[src/rtl/l2_flush_seq.sv]
// L2 flush sequencer: walks every set/way and evicts qualifying lines while
// limiting how many evictions are outstanding, then waits for every ack.
module l2_flush_seq #(
    parameter int SET_BITS = 9,
    parameter int WAY_BITS = 3,
    parameter int MAX_OUT  = 4
) (
    input  logic                clk,
    input  logic                rst,
    input  logic                flush_valid,
    output logic                flush_ready,
    input  logic                flush_all,
    input  logic                stall,
    output logic                lmem_rd_en,
    output logic [SET_BITS-1:0] lmem_set,
    output logic [WAY_BITS-1:0] lmem_way,
    input  logic                lmem_line_valid,
    input  logic                lmem_dirty,
    input  logic                lmem_hprot,
    output logic                evict_valid,
    input  logic                evict_ready,
    output logic [SET_BITS-1:0] evict_set,
    output logic [WAY_BITS-1:0] evict_way,
    output logic                evict_dirty,
    input  logic                ack_valid,
    output logic                inv_wr_en,
    output logic                busy,
    output logic                flush_done,
    output logic                ack_err
);

    localparam int CNT_W = $clog2(MAX_OUT + 1);
    localparam logic [CNT_W-1:0] MAX_CNT = CNT_W'(MAX_OUT);

    typedef enum logic [2:0] {IDLE, READ, CHECK, ISSUE, DRAIN, DONE} state_t;

    state_t              state;
    state_t              state_nxt;
    state_t              adv_state;
    logic [SET_BITS-1:0] set_idx;
    logic [WAY_BITS-1:0] way_idx;
    logic [CNT_W-1:0]    outstanding;
    logic                all_lat;
    logic                dirty_lat;
    logic                err;
    logic                accept;
    logic                qualify;
    logic                issue_ok;
    logic                handshake;
    logic                advance;
    logic                last_line;

    assign accept    = (state == IDLE) && flush_valid;
    assign qualify   = lmem_line_valid && (all_lat || lmem_hprot);
    // Once raised, evict_valid cannot drop: outstanding only grows on a handshake.
    assign issue_ok  = (state == ISSUE) && (outstanding < MAX_CNT);
    assign handshake = issue_ok && evict_ready;
    assign last_line = (&set_idx) && (&way_idx);
    assign advance   = ((state == CHECK) && !qualify) || handshake;
    assign adv_state = last_line ? DRAIN : READ;

    assign flush_ready = (state == IDLE);
    assign busy        = (state != IDLE);
    assign evict_valid = issue_ok;
    assign inv_wr_en   = handshake;
    assign lmem_set    = set_idx;
    assign lmem_way    = way_idx;
    assign evict_set   = set_idx;
    assign evict_way   = way_idx;
    assign evict_dirty = dirty_lat;
    assign ack_err     = err;

    always_comb begin
        state_nxt  = state;
        lmem_rd_en = 1'b0;
        flush_done = 1'b0;
        case (state)
            IDLE:  if (flush_valid) state_nxt = READ;
            READ: begin
                if (!stall) begin
                    lmem_rd_en = 1'b1;
                    state_nxt  = CHECK;
                end
            end
            CHECK: state_nxt = qualify ? ISSUE : adv_state;
            ISSUE: if (handshake) state_nxt = adv_state;
            DRAIN: if (outstanding == '0) state_nxt = DONE;
            DONE: begin
                flush_done = 1'b1;
                state_nxt  = IDLE;
            end
            default: state_nxt = IDLE;
        endcase
    end

    always_ff @(posedge clk or posedge rst) begin
        if (rst) begin
            state       <= IDLE;
            set_idx     <= '0;
            way_idx     <= '0;
            outstanding <= '0;
            all_lat     <= 1'b0;
            dirty_lat   <= 1'b0;
            err         <= 1'b0;
        end else begin
            state <= state_nxt;
            if (accept) begin
                all_lat <= flush_all;
                set_idx <= '0;
                way_idx <= '0;
            end else if (advance) begin
                // Way is the inner index; both wrap to zero after the last line.
                way_idx <= way_idx + WAY_BITS'(1);
                if (&way_idx) set_idx <= set_idx + SET_BITS'(1);
            end
            if ((state == CHECK) && qualify) dirty_lat <= lmem_dirty;
            if (handshake && !ack_valid) begin
                outstanding <= outstanding + CNT_W'(1);
            end else if (ack_valid && !handshake && (outstanding != '0)) begin
                outstanding <= outstanding - CNT_W'(1);
            end
            if (ack_valid && (outstanding == '0)) err <= 1'b1;
            else if (accept)                      err <= 1'b0;
        end
    end

endmodule

[config.mk]
export PLATFORM = sky130hd
export DESIGN_NAME = l2_flush_seq
export DESIGN_NICKNAME = d
export VERILOG_FILES = /design/src/rtl/l2_flush_seq.sv
export SDC_FILE = /design/constraint.sdc
export NUM_CORES = 1
export LEC_CHECK = 0
export BUFFER_PORTS_ARGS = -buffer_cell sky130_fd_sc_hd__buf_2
export CORE_MARGIN = 2
export CORE_UTILIZATION = 30
export CTS_CLUSTER_DIAMETER = 120
export DETAILED_ROUTE_END_ITERATION = 10
export HOLD_SLACK_MARGIN = 0.12
export PLACE_DENSITY = 0.49
export SLEW_MARGIN = 40
export SYNTH_ARGS = -nofsm -noshare
export SYNTH_HDL_FRONTEND = slang
export SYNTH_SLANG_ARGS = --single-unit
export TNS_END_PERCENT = 5
[constraint.sdc]
create_clock -name clk -period 2.92 [get_ports clk]
set_input_delay 0.292 -clock clk [delete_from_list [all_inputs] [get_ports clk]]
set_output_delay 0.292 -clock clk [all_outputs]
set_load 0.05 [all_outputs]
## Word-level counts from Yosys, hierarchy flattened

Cells that the tools add are included.

| operators by class | value |
|---|---|
| $add $sub $neg | 4 |
| equality and inequality tests | 9 |
| $lt $le $gt $ge | 1 |
| reduce and logical (&&, ||, !) cells | 28 |
| mux-type cells | 19 |

Operators with widths:

| cell | number |
|---|---|
| 3-bit two-way mux | 10 |
| 9-bit two-way mux | 3 |
| 3-bit case mux with 5 select lines | 1 |
| 1-bit logical AND | 11 |
| 9-bit by 1-bit adder with 9-bit output, second input constant | 1 |
| 9-bit AND reduction | 1 |
| 2-bit != test, second input constant | 4 |
| 2-bit nonzero test | 4 |
| 3-bit by 1-bit adder with 3-bit output, second input constant | 2 |
| 3-bit by 2-bit equality test with 1-bit output, second input constant | 2 |
| 3-bit equality test, second input constant | 2 |
| 3-bit logical NOT | 2 |
| 3-bit nonzero test | 2 |
| 1-bit two-way mux | 5 |
| 4-bit AND reduction | 1 |
| 3-bit by 1-bit equality test with 1-bit output, second input constant | 1 |
| 1-bit logical NOT | 3 |
| 3-bit less-than comparator, second input constant | 1 |
| 3-bit AND reduction | 1 |
| 3-bit by 1-bit subtractor with 3-bit output, second input constant | 1 |
| 1-bit logical OR | 2 |
| 2-bit AND reduction | 1 |

| word-level totals | value |
|---|---|
| input port bits | 10 |
| logic and storage cells | 68 |
| output and inout port bits | 32 |
| flip-flop bits (word level) | 21 |

## Longest topological paths before layout

| depth | value |
|---|---|
| word-level depth | 8 |
| depth in mapped cells | 8 |
| mapped depth without buffers | 7 |

## Worst setup path after synthesis

OpenSTA, ideal clock, no wires.

| timing | value |
|---|---|
| path kind | register to register |
| start | register state[2] |
| end | register outstanding[2] |
| data required time | 2804 ps |
| setup slack | 389 ps |
| path buffers | 1 |
| arrival | 2415 ps |
| clock period less this slack | 2531 ps |
| cell stages (with the launch flop) | 8 |
| library setup time | 116 ps |
| cell sequence | dfrtp_1 buf_2 or2b_1 nor2_2 nand2_1 fa_1 or3_1 o311ai_0 |

| on the way | value |
|---|---|
| longest elaborated chain between the ends | 7 |
| elaborated cells on any way between the ends | 9 |
| those cells by class | eq/ne (1); mux (1); reduce/logical (7) |

Ends and longest elaborated chain:

| item | RTL line | text |
|---|---|---|
| start: declaration | 37 | `state_t state;` |
| start signal: assignment | 106 | `state <= state_nxt;` |
| 3-bit by 2-bit equality test with 1-bit output * | 56 | `assign issue_ok = (state == ISSUE) && (outstanding < MAX_CNT);` |
| 1-bit logical AND * | 56 |  |
| 1-bit logical AND * | 57 | `assign handshake = issue_ok && evict_ready;` |
| net inv_wr_en | 26 | `output logic inv_wr_en,` |
| 1-bit logical NOT | 119 | `end else if (ack_valid && !handshake && (outstanding != '0)) begin` |
| 1-bit logical AND (2 in a row) | 119 |  |
| 2-bit nonzero test (no line) | -- |  |
| end signal: assignment | 118 | `outstanding <= outstanding + CNT_W'(1);` |
| end signal: assignment | 120 | `outstanding <= outstanding - CNT_W'(1);` |
| end: declaration | 42 | `logic [CNT_W-1:0] outstanding;` |

The timed path passes the listed nets; every way through them passes the cells marked *.
A chain may end at the register's enable or synchronous reset.

## Final worst setup path

| timing | value |
|---|---|
| start | register state[0] |
| end | register outstanding[2] |

| on the way | value |
|---|---|
| longest elaborated chain between the ends | 7 |
| elaborated cells on any way between the ends | 9 |
| those cells by class | eq/ne (1); mux (1); reduce/logical (7) |

Ends and longest elaborated chain:

| item | RTL line |
|---|---|
| 3-bit by 2-bit equality test with 1-bit output * | 56 |
| 1-bit logical AND * | 56 |
| 1-bit logical AND * | 57 |
| 1-bit logical NOT | 119 |
| 1-bit logical AND (2 in a row) | 119 |
| 2-bit nonzero test (no line) | -- |

Mark *: on every way between the ends. The rest lies on a longest branch, timed or not.

==> flow_summary.toml <==
[yosys]
ys_seq_elements = 21
synth-seq-area-share = 0.3940
avgSynthCellArea_um2 = 9.527
yosysUniqueCellTypes = 40
synth_cells = 140
syn_area_um2 = 1334
syn-num-nets = 155
yosysWarnings = 0

[setup_path]
cp.arrival_ns = 2.53
end_kind = "flip-flop"
required_ns = 3.06
path_max_fanout = 10
path_class = "flip-flop to flip-flop"
critPathTopFamily = "simple AND/OR/NAND/NOR gates"
cp-start-kind = "flip-flop"
path_cells = "or2b_1 > nor2_2 > nand2_1 > fa_1 > or3_1 > o311ai_0"
r2r-start = "state[0]"
slowest_delay_ns = 0.52
slowest_stage = "dfrtp_1"
path_buf_inv = 0
startpoint = "state[0]"

[clock_tree]
post_cts_buffers = 0
cts_resized = 0
cts_tree = "done"
insertion_delay_ns = 0.26
root_buffer = "clkbuf_8"
clk_pin_slew_worst_paths_ns = 0.08
clk_path_buf_depth = 2
cts_sinks = 21
h-tree-depth = 1
numCtsBuffers = 3

[placed_design]
port_buffers = 41
routabilityCongestion = 0.8153
place_area_um2 = 1488
dp_hpwl_mm = 2.198
place_ws_ns = 0.5847

[die]
core_um2 = 4324
dieArea_um2 = 4995
fp-row-count = 24
die_y_um = 70.68
io-pin-count = 42
die_w_um = 70.68
start_util = 0.3084

[timing]
setup-tns-final_ns = 0
rsz0062_at_grt = "no"
min_period_ns = 2.393
hold_viol = 0
fmax_mhz = 417.8
skew_ns = 0.005365
finalSetupViolCount = 0
slew_headroom = 0.6917
finalCritPeriodShare = 0.8196
max_slew.worst_pin.slew_ns = 0.4618
setup_slack_ns = 0.5267
slew_viol_final = 0
holdWs_ns = 0.2316

[layout]
diodes = 0
fill_cells = 455
layout-drive-gt1-share = 0.3235
nets = 186
area_growth_pct = 15.67
stdcell_area_um2 = 1543

[global_route]
grt_pass1_vias = 1074
grt_pass1_wl_mm = 5.071
grt_use_total = 0.1243
gr-total-overflow = 0
grt_max_degree = 22
antenna_found_initial = 0

[routing]
drt_wl_total_mm = 2.852
wl_per_cell_um = 12.85
vias = 1089
routed_via_density = 4.905
drt_iter0_markers = 41
drc_errors = 0
first_pass_iters = 4
antenna_left = 0

[power_and_ir_drop]
vdd_drop_max_v = 0.0005110
power_leakage_nw = 0.7852
p_per_area_nw_per_um2 = 920.8

[min_path]
hold_class = "primary input to flip-flop"
hp-start = "flush_all"

[job]
drv_cap = 0

[outcome]
outcome = "finished clean"
sequential cells by signal (all words and copies together), names as in the netlist:
register / count
ack_err: 1
all_lat: 1
evict_dirty: 1
evict_set: 9
evict_way: 3
outstanding: 3
state: 3
area by class of cell:
class                   instances  area [um^2]  share of cell area
clock buffers                   4        45.04             0.02920
inverters                       3        11.26            0.007299
multi-input cells             100        680.7              0.4412
flip-flops and latches         21        525.5              0.3406
well taps                      52        65.06             0.04217
repair buffers                 42        215.2              0.1395
metrics by stage:
stage	utilization	power, mW	instances
after floorplan	-	1.115	140
after global placement	0.3440	1.220	217
after detailed placement	0.3440	1.241	217
after CTS	0.3568	1.440	222
after global routing	0.3568	1.527	222
final	0.3568	1.421	222
final timing paths:
kind                                  endpoint  slack, ns  cells after the start
worst min register to register         ack_err       0.48                      2
min in group asynchronous       outstanding[2]       0.60                      3
max in group asynchronous         evict_way[0]       2.00                      3
worst max-delay path            outstanding[2]       0.53                      6
worst min-delay path                   all_lat       0.23                      3
worst max register to register  outstanding[2]       0.53                      6
worst reg2reg max path, stage by stage, from the launching register on:
cell,delay [ns]
dfrtp_1,0.52
or2b_1,0.33
nor2_2,0.28
nand2_1,0.12
fa_1,0.41
or3_1,0.32
o311ai_0,0.30
report_power, final:
| group | switching [mW] | internal (mW) | total [mW] |
|---|---|---|---|
| logic | 0.506 | 0.237 | 0.743 |
| registers | 0.119 | 0.369 | 0.487 |
| clock network | 0.0934 | 0.0971 | 0.190 |
| total | 0.718 | 0.702 | 1.42 |
cell usage after synthesis (all sizes together):
master | instances | area, um^2
a21oi | 6 | 33.78
a22o | 1 | 8.760
a22oi | 1 | 12.51
and2 | 1 | 6.260
and3 | 2 | 12.51
and3b | 2 | 17.52
and4bb | 1 | 12.51
buf | 16 | 116.4
clkinv | 1 | 3.750
dfrtp | 21 | 525.5
fa | 1 | 20.02
ha | 4 | 50.05
inv | 2 | 7.510
mux2 | 3 | 33.78
mux2i | 9 | 90.09
nand2 | 19 | 71.32
nand2b | 3 | 18.77
nand3 | 5 | 25.02
nand3b | 2 | 15.01
nand4 | 2 | 12.51
nor2 | 14 | 55.06
nor3 | 1 | 5.000
nor3b | 1 | 7.510
o21a | 1 | 7.510
o21ai | 5 | 36.29
o22ai | 4 | 31.28
o311ai | 1 | 8.760
o31ai | 1 | 7.510
o41ai | 1 | 8.760
or2b | 1 | 7.510
or3 | 3 | 18.77
or3b | 1 | 8.760
or4 | 1 | 11.26
xnor2 | 3 | 26.28
logic make-up after synthesis:
kind of cell             synth area share
AO/OA/AOI/OAI                      0.1163
XOR/XNOR                          0.01970
adder cells (fa/ha/maj)           0.05253
buffers and inverters             0.09568
flip-flops                         0.3940
multiplexers                      0.09287
AND/OR/NAND/NOR                    0.2289
cell usage in the layout, fill, tap and decap left out, types with 2 or more instances in the layout:
| cell | n |
|---|---|
| xnor2_1 | 3 |
| dfrtp_1 | 21 |
| nand2_1 | 19 |
| nand3_1 | 5 |
| nor2_1 | 13 |
| mux2_2 | 3 |
| o22ai_1 | 3 |
| a21oi_1 | 5 |
| o21ai_0 | 4 |
| mux2i_1 | 9 |
| and3_1 | 2 |
| and3b_1 | 2 |
| nand2b_1 | 3 |
| ha_1 | 4 |
| clkbuf_8 | 3 |
| or3_1 | 3 |
| buf_2 | 41 |
| nand3b_1 | 2 |
| nand4_1 | 2 |
what timing repair did:
action	in CTS	in global routing
endpoints found under the setup margin	0	0
endpoints found under the hold margin	21	0
hold buffers	1	0
per-layer routing:
metal  wire length, um  part of all wire  global-route usage
met4                15            0.0053             0.02096
met3               157             0.055             0.03134
met2              1366              0.48              0.2159
met1              1312              0.46              0.1596
met5                 0                 0                   0
Note: power is estimated with default switching activity, not from simulation.
